File: config.mk
export PLATFORM = sky130hd
export DESIGN_NAME = sha_core_arbiter_flat
export DESIGN_NICKNAME = d
export VERILOG_FILES = /design/src/rtl/sha_core_arbiter_if.sv /design/src/rtl/sha_core_arbiter.sv /design/src/flat_wrapper.sv
export SDC_FILE = /design/constraint.sdc
export NUM_CORES = 1
export LEC_CHECK = 0
export ABC_AREA = 1
export CORE_MARGIN = 1.5
export CORE_UTILIZATION = 59
export CTS_BUF_LIST = sky130_fd_sc_hd__clkbuf_2 sky130_fd_sc_hd__clkbuf_4 sky130_fd_sc_hd__clkbuf_8
export DETAILED_ROUTE_END_ITERATION = 8
export DONT_BUFFER_PORTS = 1
export PLACE_DENSITY = 0.78
export SLEW_MARGIN = 15
export SYNTH_ARGS = -nofsm -noshare
export SYNTH_HDL_FRONTEND = slang
export SYNTH_SLANG_ARGS = --single-unit
File: constraint.sdc
create_clock -name clk -period 1.3 [get_ports clk]
set_input_delay 0.325 -clock clk [delete_from_list [all_inputs] [get_ports clk]]
set_output_delay 0.325 -clock clk [all_outputs]
set_load 0.02 [all_outputs]
File: src/rtl/sha_core_arbiter_if.sv
// Handshake bundle between the requesters, the SHA core control unit and the
// arbiter that shares the core among them.
interface sha_core_arbiter_if #(
    parameter int NUM_REQ = 4,
    parameter int SEL_W   = 2
);
    logic [NUM_REQ-1:0] req;
    logic [NUM_REQ-1:0] gnt;
    logic [SEL_W-1:0]   core_sel;
    logic [NUM_REQ-1:0] rsp_done;
    logic               rsp_err;
    logic               core_run;
    logic               core_ready;
    logic               core_done;
    logic               busy;

    // Arbiter side: consumes requests and core status, drives grants and run.
    modport slave (
        input  req, core_ready, core_done,
        output gnt, core_sel, rsp_done, rsp_err, core_run, busy
    );

    // Environment side: requesters plus the core control unit.
    modport master (
        output req, core_ready, core_done,
        input  gnt, core_sel, rsp_done, rsp_err, core_run, busy
    );
endinterface

File: src/rtl/sha_core_arbiter.sv
// Round-robin arbiter/sequencer sharing one SHA round core among NUM_REQ
// requesters: grants one owner, pulses core_run, waits for core_done (or a
// watchdog timeout) and returns a one-cycle completion to the owner.
module sha_core_arbiter #(
    parameter int NUM_REQ = 4,
    parameter int SEL_W   = 2,
    parameter int TIMEOUT = 100
) (
    input  logic               clk,
    input  logic               rst,
    sha_core_arbiter_if.slave  bus
);
    typedef enum logic [2:0] {
        ST_IDLE,
        ST_GRANT,
        ST_WAIT,
        ST_DONE,
        ST_ERR
    } state_t;

    localparam logic [SEL_W-1:0] PTR_RST   = SEL_W'(NUM_REQ - 1);
    localparam logic [7:0]       WD_LAST   = 8'(TIMEOUT - 1);
    localparam logic [SEL_W:0]   NUM_REQ_W = (SEL_W + 1)'(NUM_REQ);

    state_t             state_reg, state_next;
    logic [NUM_REQ-1:0] gnt_reg, gnt_next;
    logic [SEL_W-1:0]   sel_reg, sel_next;
    logic [SEL_W-1:0]   ptr_reg, ptr_next;
    logic [7:0]         wd_reg, wd_next;

    logic               win_found;
    logic [SEL_W-1:0]   win_idx;
    logic [SEL_W:0]     cand;
    logic [NUM_REQ-1:0] win_onehot;
    logic               resp_phase;

    // Round-robin search: first set request starting just after the last owner.
    // cand carries one extra bit so ptr+i never overflows before the wrap.
    always_comb begin
        win_found = 1'b0;
        win_idx   = ptr_reg;
        cand      = '0;
        for (int i = 1; i <= NUM_REQ; i++) begin
            cand = {1'b0, ptr_reg} + (SEL_W + 1)'(i);
            if (cand >= NUM_REQ_W) begin
                cand = cand - NUM_REQ_W;
            end
            if (!win_found && bus.req[cand[SEL_W-1:0]]) begin
                win_found = 1'b1;
                win_idx   = cand[SEL_W-1:0];
            end
        end
    end

    // Per-requester decode of the winner and of the completion pulse.
    assign resp_phase = (state_reg == ST_DONE) || (state_reg == ST_ERR);

    generate
        for (genvar gi = 0; gi < NUM_REQ; gi++) begin : g_req
            assign win_onehot[gi]   = (win_idx == SEL_W'(gi));
            assign bus.rsp_done[gi] = resp_phase & gnt_reg[gi];
        end
    endgenerate

    // State register plus grant, pointer and watchdog registers.
    always_ff @(posedge clk) begin
        if (rst) begin
            state_reg <= ST_IDLE;
            gnt_reg   <= '0;
            sel_reg   <= '0;
            ptr_reg   <= PTR_RST;
            wd_reg    <= '0;
        end else begin
            state_reg <= state_next;
            gnt_reg   <= gnt_next;
            sel_reg   <= sel_next;
            ptr_reg   <= ptr_next;
            wd_reg    <= wd_next;
        end
    end

    // Next-state logic: grant, run, wait for done or watchdog, then respond.
    always_comb begin
        state_next = state_reg;
        gnt_next   = gnt_reg;
        sel_next   = sel_reg;
        ptr_next   = ptr_reg;
        wd_next    = wd_reg;
        case (state_reg)
            ST_IDLE: begin
                // A busy core holds every request off; nothing is granted.
                if (win_found && bus.core_ready) begin
                    gnt_next   = win_onehot;
                    sel_next   = win_idx;
                    state_next = ST_GRANT;
                end
            end
            ST_GRANT: begin
                wd_next    = '0;
                state_next = ST_WAIT;
            end
            ST_WAIT: begin
                if (wd_reg != 8'hFF) begin
                    wd_next = wd_reg + 8'd1;
                end
                // A completion on the watchdog's last cycle still counts as success.
                if (bus.core_done) begin
                    state_next = ST_DONE;
                end else if (wd_reg == WD_LAST) begin
                    state_next = ST_ERR;
                end
            end
            ST_DONE, ST_ERR: begin
                ptr_next   = sel_reg;
                gnt_next   = '0;
                sel_next   = '0;
                state_next = ST_IDLE;
            end
            default: begin
                gnt_next   = '0;
                sel_next   = '0;
                state_next = ST_IDLE;
            end
        endcase
    end

    // Outputs come only from registered state, never from req or core_done.
    assign bus.gnt      = gnt_reg;
    assign bus.core_sel = sel_reg;
    assign bus.core_run = (state_reg == ST_GRANT);
    assign bus.rsp_err  = (state_reg == ST_ERR);
    assign bus.busy     = (state_reg != ST_IDLE);

endmodule

File: src/flat_wrapper.sv
// flat-port wrapper written by rule: the top's interface ports become plain ports
module sha_core_arbiter_flat 
#(
    parameter int NUM_REQ = 4,
    parameter int SEL_W   = 2,
    parameter int TIMEOUT = 100
)
  (clk, rst, bus_req, bus_core_ready, bus_core_done, bus_gnt, bus_core_sel, bus_rsp_done, bus_rsp_err, bus_core_run, bus_busy);
  sha_core_arbiter_if #(.NUM_REQ(NUM_REQ), .SEL_W(SEL_W)) bus_i ();
  input  logic clk;
  input  logic rst;
  input wire logic [$bits(bus_i.req)-1:0] bus_req;
  input wire logic [$bits(bus_i.core_ready)-1:0] bus_core_ready;
  input wire logic [$bits(bus_i.core_done)-1:0] bus_core_done;
  output wire logic [$bits(bus_i.gnt)-1:0] bus_gnt;
  output wire logic [$bits(bus_i.core_sel)-1:0] bus_core_sel;
  output wire logic [$bits(bus_i.rsp_done)-1:0] bus_rsp_done;
  output wire logic [$bits(bus_i.rsp_err)-1:0] bus_rsp_err;
  output wire logic [$bits(bus_i.core_run)-1:0] bus_core_run;
  output wire logic [$bits(bus_i.busy)-1:0] bus_busy;
  assign bus_i.req = bus_req;
  assign bus_i.core_ready = bus_core_ready;
  assign bus_i.core_done = bus_core_done;
  assign bus_gnt = bus_i.gnt;
  assign bus_core_sel = bus_i.core_sel;
  assign bus_rsp_done = bus_i.rsp_done;
  assign bus_rsp_err = bus_i.rsp_err;
  assign bus_core_run = bus_i.core_run;
  assign bus_busy = bus_i.busy;
  sha_core_arbiter #(.NUM_REQ(NUM_REQ), .SEL_W(SEL_W), .TIMEOUT(TIMEOUT)) u_core (.clk(clk), .rst(rst), .bus(bus_i));
endmodule
==> results.ini, run 1 <==
[run_status]
status = stopped before the end
haltStage = 4_1_cts
stop_error = [ERROR DPL-0033] detailed placement checks failed during check placement.

[yosys]
ys.flop_type = dfxtp_1
ys_ff_latch = 19
synthesis.nets = 207
synth_cell_type_count = 30
synth_edf_count = 0
syn_inst = 198
ys_warn_count = 0
synth_area_per_cell_um2 = 6.37
ys_top_cells_by_area = dfxtp_1 30%, nand2_1 18%, inv_1 7.4%
synth_top_area_frac = 0.302
synth_area_leader_cell = dfxtp_1
synth_area_um2 = 1260
seq_area_frac_synth = 0.302
synth-async-reset-ratio = 0

[placement]
dpl.hpwl_mm = 2.46
placed_cell_area_um2 = 1600
finalWeightedCongestion = 0.846
dp_slack_ns = -0.226
numPortBuffers = 0

[cts]
post_cts_resized = 55
ctsRootBufferMaster = clkbuf_4
hold_buffers = 0
clock_path_buffers = 2
cts_max_level = 1
post_cts_buffers = 12
cts_made_buffers = 3
clock_sinks = 19

[floorplan]
die_height_um = 49.2
ios = 21
start_util = 0.636
fp.dieW_um = 49.2
row_count = 16

-- kinds of logic after synthesis --
logic type,count (synthesis),share of synthesized area
DFF,19,0.302
and+or+nand+nor,116,0.455
buffers and inverters,36,0.117
adders and majority gates,1,0.00992
AOI/OAI and AO/OA,26,0.116
-- through the flow --
step | instances | TNS [ns] | util
3_5_place_dp | 253 | -2.78 | 0.806
3_3_place_gp | 253 | -1.93 | 0.806
2_1_floorplan | 198 | -0.979 | -
-- cells in the mapped netlist, types with 4 or more instances --
library cell / number
dfxtp_1: 19
nand3_1: 17
nor2_1: 14
nand2_1: 59
nand2_4: 7
nor3_1: 4
nand2_2: 6
inv_1: 25
a21oi_1: 16
inv_2: 7
==> run 2, diff against run 1 <==
- CORE_AREA: unset -> 2 2 63 65
- CORE_MARGIN: 1.5 -> unset
- CORE_UTILIZATION: 59 -> unset
- CTS_BUF_LIST: sky130_fd_sc_hd__clkbuf_2 sky130_fd_sc_hd__clkbuf_4 sky130_fd_sc_hd__clkbuf_8 -> unset
- DIE_AREA: unset -> 0 0 65 67
- PLACE_DENSITY: 0.78 -> unset
- PLACE_DENSITY_LB_ADDON: unset -> 0.15
- clock period: 1.3 -> 1.7 ns (I/O delays scaled with it)
==> run 2 against run 1 <==
Against the previous run: area after synthesis did not move; synthesized cell count is the same; the flow now finishes, with violations (setup timing).
==> results.ini, run 2 <==
[run_status]
status = finished with violations
violations = setup timing

[power_and_ir_drop]
seq_power_share = 0.251
power.density_nw_per_um2 = 2140
clockPowerShare = 0.097
peakVddDrop_v = 0.000686
switching_power_w = 0.00173
p_leak_nw = 0.717
p_int_w = 0.00156
switching_share = 0.525
p_total_w = 0.00329
comb_power_share = 0.652

[drt]
drt-total-wl_mm = 2.88
drt_iter0_drc = 39
drtAntennaViolNets = 0
vias_per_cell = 4.81
drt_first_pass_iters = 4
wire_per_inst_um = 11.0
drcViolationCount = 0
vias = 1261

[cts]
clock_sinks = 19
clk_pin_slew_ns = 0.07
ctsRootBufferMaster = clkbuf_8
clk_latency_ns = 0.26
clock_path_buffers = 2
cts_made_buffers = 3
cts_tree = yes
hold_buffers = 0
cts_max_level = 1

[critical_path]
cp_max_fo = 5
worstPathCellList = nor2_4, inv_2, nor2_4, nor2_2, o21ai_2, nor2_1, buf_4
worstSetupPathType = reg -> out
crit_start = u_core.state_reg[0]
cp.required_ns = 1.27
arrival_ns = 1.29
reg2reg_to = u_core.wd_reg[3]
cp-endpoint = bus_rsp_done[3]
critPathSlowestCell = dfxtp_4
rrSetupSlack_ns = 0.15
slowest_delay_ns = 0.37
crit_top_cell = nor2_4
reg2reg_depth = 10
startpoint_type = register
rr_startpoint = u_core.state_reg[2]
critPathCaptureType = output pin

[floorplan]
fp.dieW_um = 65
die_height_um = 67
row_count = 22
ios = 21
core-area_um2 = 3610
start_util = 0.350
die-area_um2 = 4360

[sta]
timing.final.crit_share = 1.01
relSlewSlack = 0.745
period_needed_ns = 1.71
finalWorstSetupSlack_ns = -0.0126
worstMarginPinSlew_ns = 0.381
skew_ns = 0.00402
slew_viol_final = 0
setup_violations = 2
hold_violations = 0
rsz0062_at_grt = true
fmax_ghz = 0.584

[layout]
n_fill_cell = 392
drive_gt1_frac = 0.308
area_growth_pct = 21.5
largest_reg_flops = 8
final_cell_mix = 54 x nand2_1, 22 x inv_1, 16 x a21oi_1
finalNonFillerCells = 262
finish.utilization = 0.425
antennaDiodeCount = 0
nets = 224
layout_commonest_cell = nand2_1

[global_route]
grt_max_degree = 12
track_usage = 0.145
grt_pass1_vias = 1223
overflow = 0
grt_pass1_wl_mm = 4.95
grt_antenna_before_repair = 0

[run]
drv_cap = 0

[yosys]
syn_inst = 198
synth_area_per_cell_um2 = 6.37
ys.flop_type = dfxtp_1
synth-async-reset-ratio = 0
seq_area_frac_synth = 0.302
synth_top_area_frac = 0.302
synth_area_leader_cell = dfxtp_1
netlist_top_cells_count = 59 x nand2_1, 25 x inv_1, 19 x dfxtp_1
synth_most_common_cell = nand2_1
ys_warn_count = 0
synth_edf_count = 0
ys_ff_latch = 19
ys_top_cells_by_area = dfxtp_1 30%, nand2_1 18%, inv_1 7.4%
synth_area_um2 = 1260
synthesis.nets = 207
synth_cell_type_count = 30

[placement]
dp_cells = 254
dpl.hpwl_mm = 2.25
numPortBuffers = 0
finalWeightedCongestion = 0.851

[min_path]
worstHoldPathType = in -> reg
holdPathStages = 1

run 2: cell counts after synthesis:
No cell type changed its count.
run 2: worst min-delay path by stage:
| stage | startpoint | end |
|---|---|---|
| floorplan | u_core.wd_reg[1] | u_core.wd_reg[1] |
| global placement | u_core.wd_reg[1] | u_core.wd_reg[1] |
| detailed placement | u_core.wd_reg[1] | u_core.wd_reg[1] |
| CTS | rst | u_core.state_reg[1] |
| global route | rst | u_core.wd_reg[1] |
| finish | rst | u_core.state_reg[1] |
run 2: repair_timing:
| action | in CTS | in global routing |
|---|---|---|
| setup endpoints to repair | 8 | 15 |
| pin swaps | 2 | 7 |
| cloned | 0 | 0 |
| setup buffers | 2 | 2 |
| gates resized for setup | 10 | 18 |
run 2: final cells by class:
cell class	instances	area [um2]	area share
flip-flops and latches	19	394	0.257
well taps	48	60.1	0.0392
clock inverters	1	5.00	0.00327
repair buffers	14	105	0.0686
clock buffers	3	41.3	0.0269
inverters	34	133	0.0865
multi-input cells	143	795	0.518
run 2: critical path: cells and delay by family (launching register included):
kind,cells,cell delay (ns)
flops,1,0.37
buf+inv,2,0.22
compound gates,1,0.09
simple gates,4,0.34
run 2: metrics by stage:
step | instance area [um2] | worst slack (ns) | hold WS, ns | setup TNS (ns)
global route | 1530 | -0.119 | 0.211 | -0.381
finish | 1530 | -0.0126 | 0.220 | -0.0226
detailed placement | 1380 | -0.00927 | 0.482 | -0.00927
floorplan | 1260 | 0.138 | 0.458 | 0
CTS | 1470 | -0.0128 | 0.216 | -0.0128
global placement | 1380 | 0.0107 | 0.471 | 0
run 2: power groups by stage:
stage	registers [W]	clock network (W)	logic, W
after CTS	0.000797	0.000328	0.00202
final	0.000824	0.000318	0.00214
after global routing	0.000846	0.000349	0.00240
after detailed placement	0.000789	0	0.00194
after floorplan	0.000724	0	0.00161
after global placement	0.000789	0	0.00193
run 2: cell families after synthesis:
logic type                 count (synthesis)  synth area share
and+or+nand+nor                          116             0.455
buffers and inverters                     36             0.117
AOI/OAI and AO/OA                         26             0.116
DFF                                       19             0.302
adders and majority gates                  1           0.00992
run 2: routing by layer:
metal / vias up / global-route usage / routed length [um]
met4: 0 / 0.0452 / 25
met2: 24 / 0.273 / 1540
met3: 4 / 0.0389 / 128
li1: 655 / - / -
met1: 578 / 0.157 / 1190
met5: - / 0 / 0
Power figures use the tool's default switching activity.
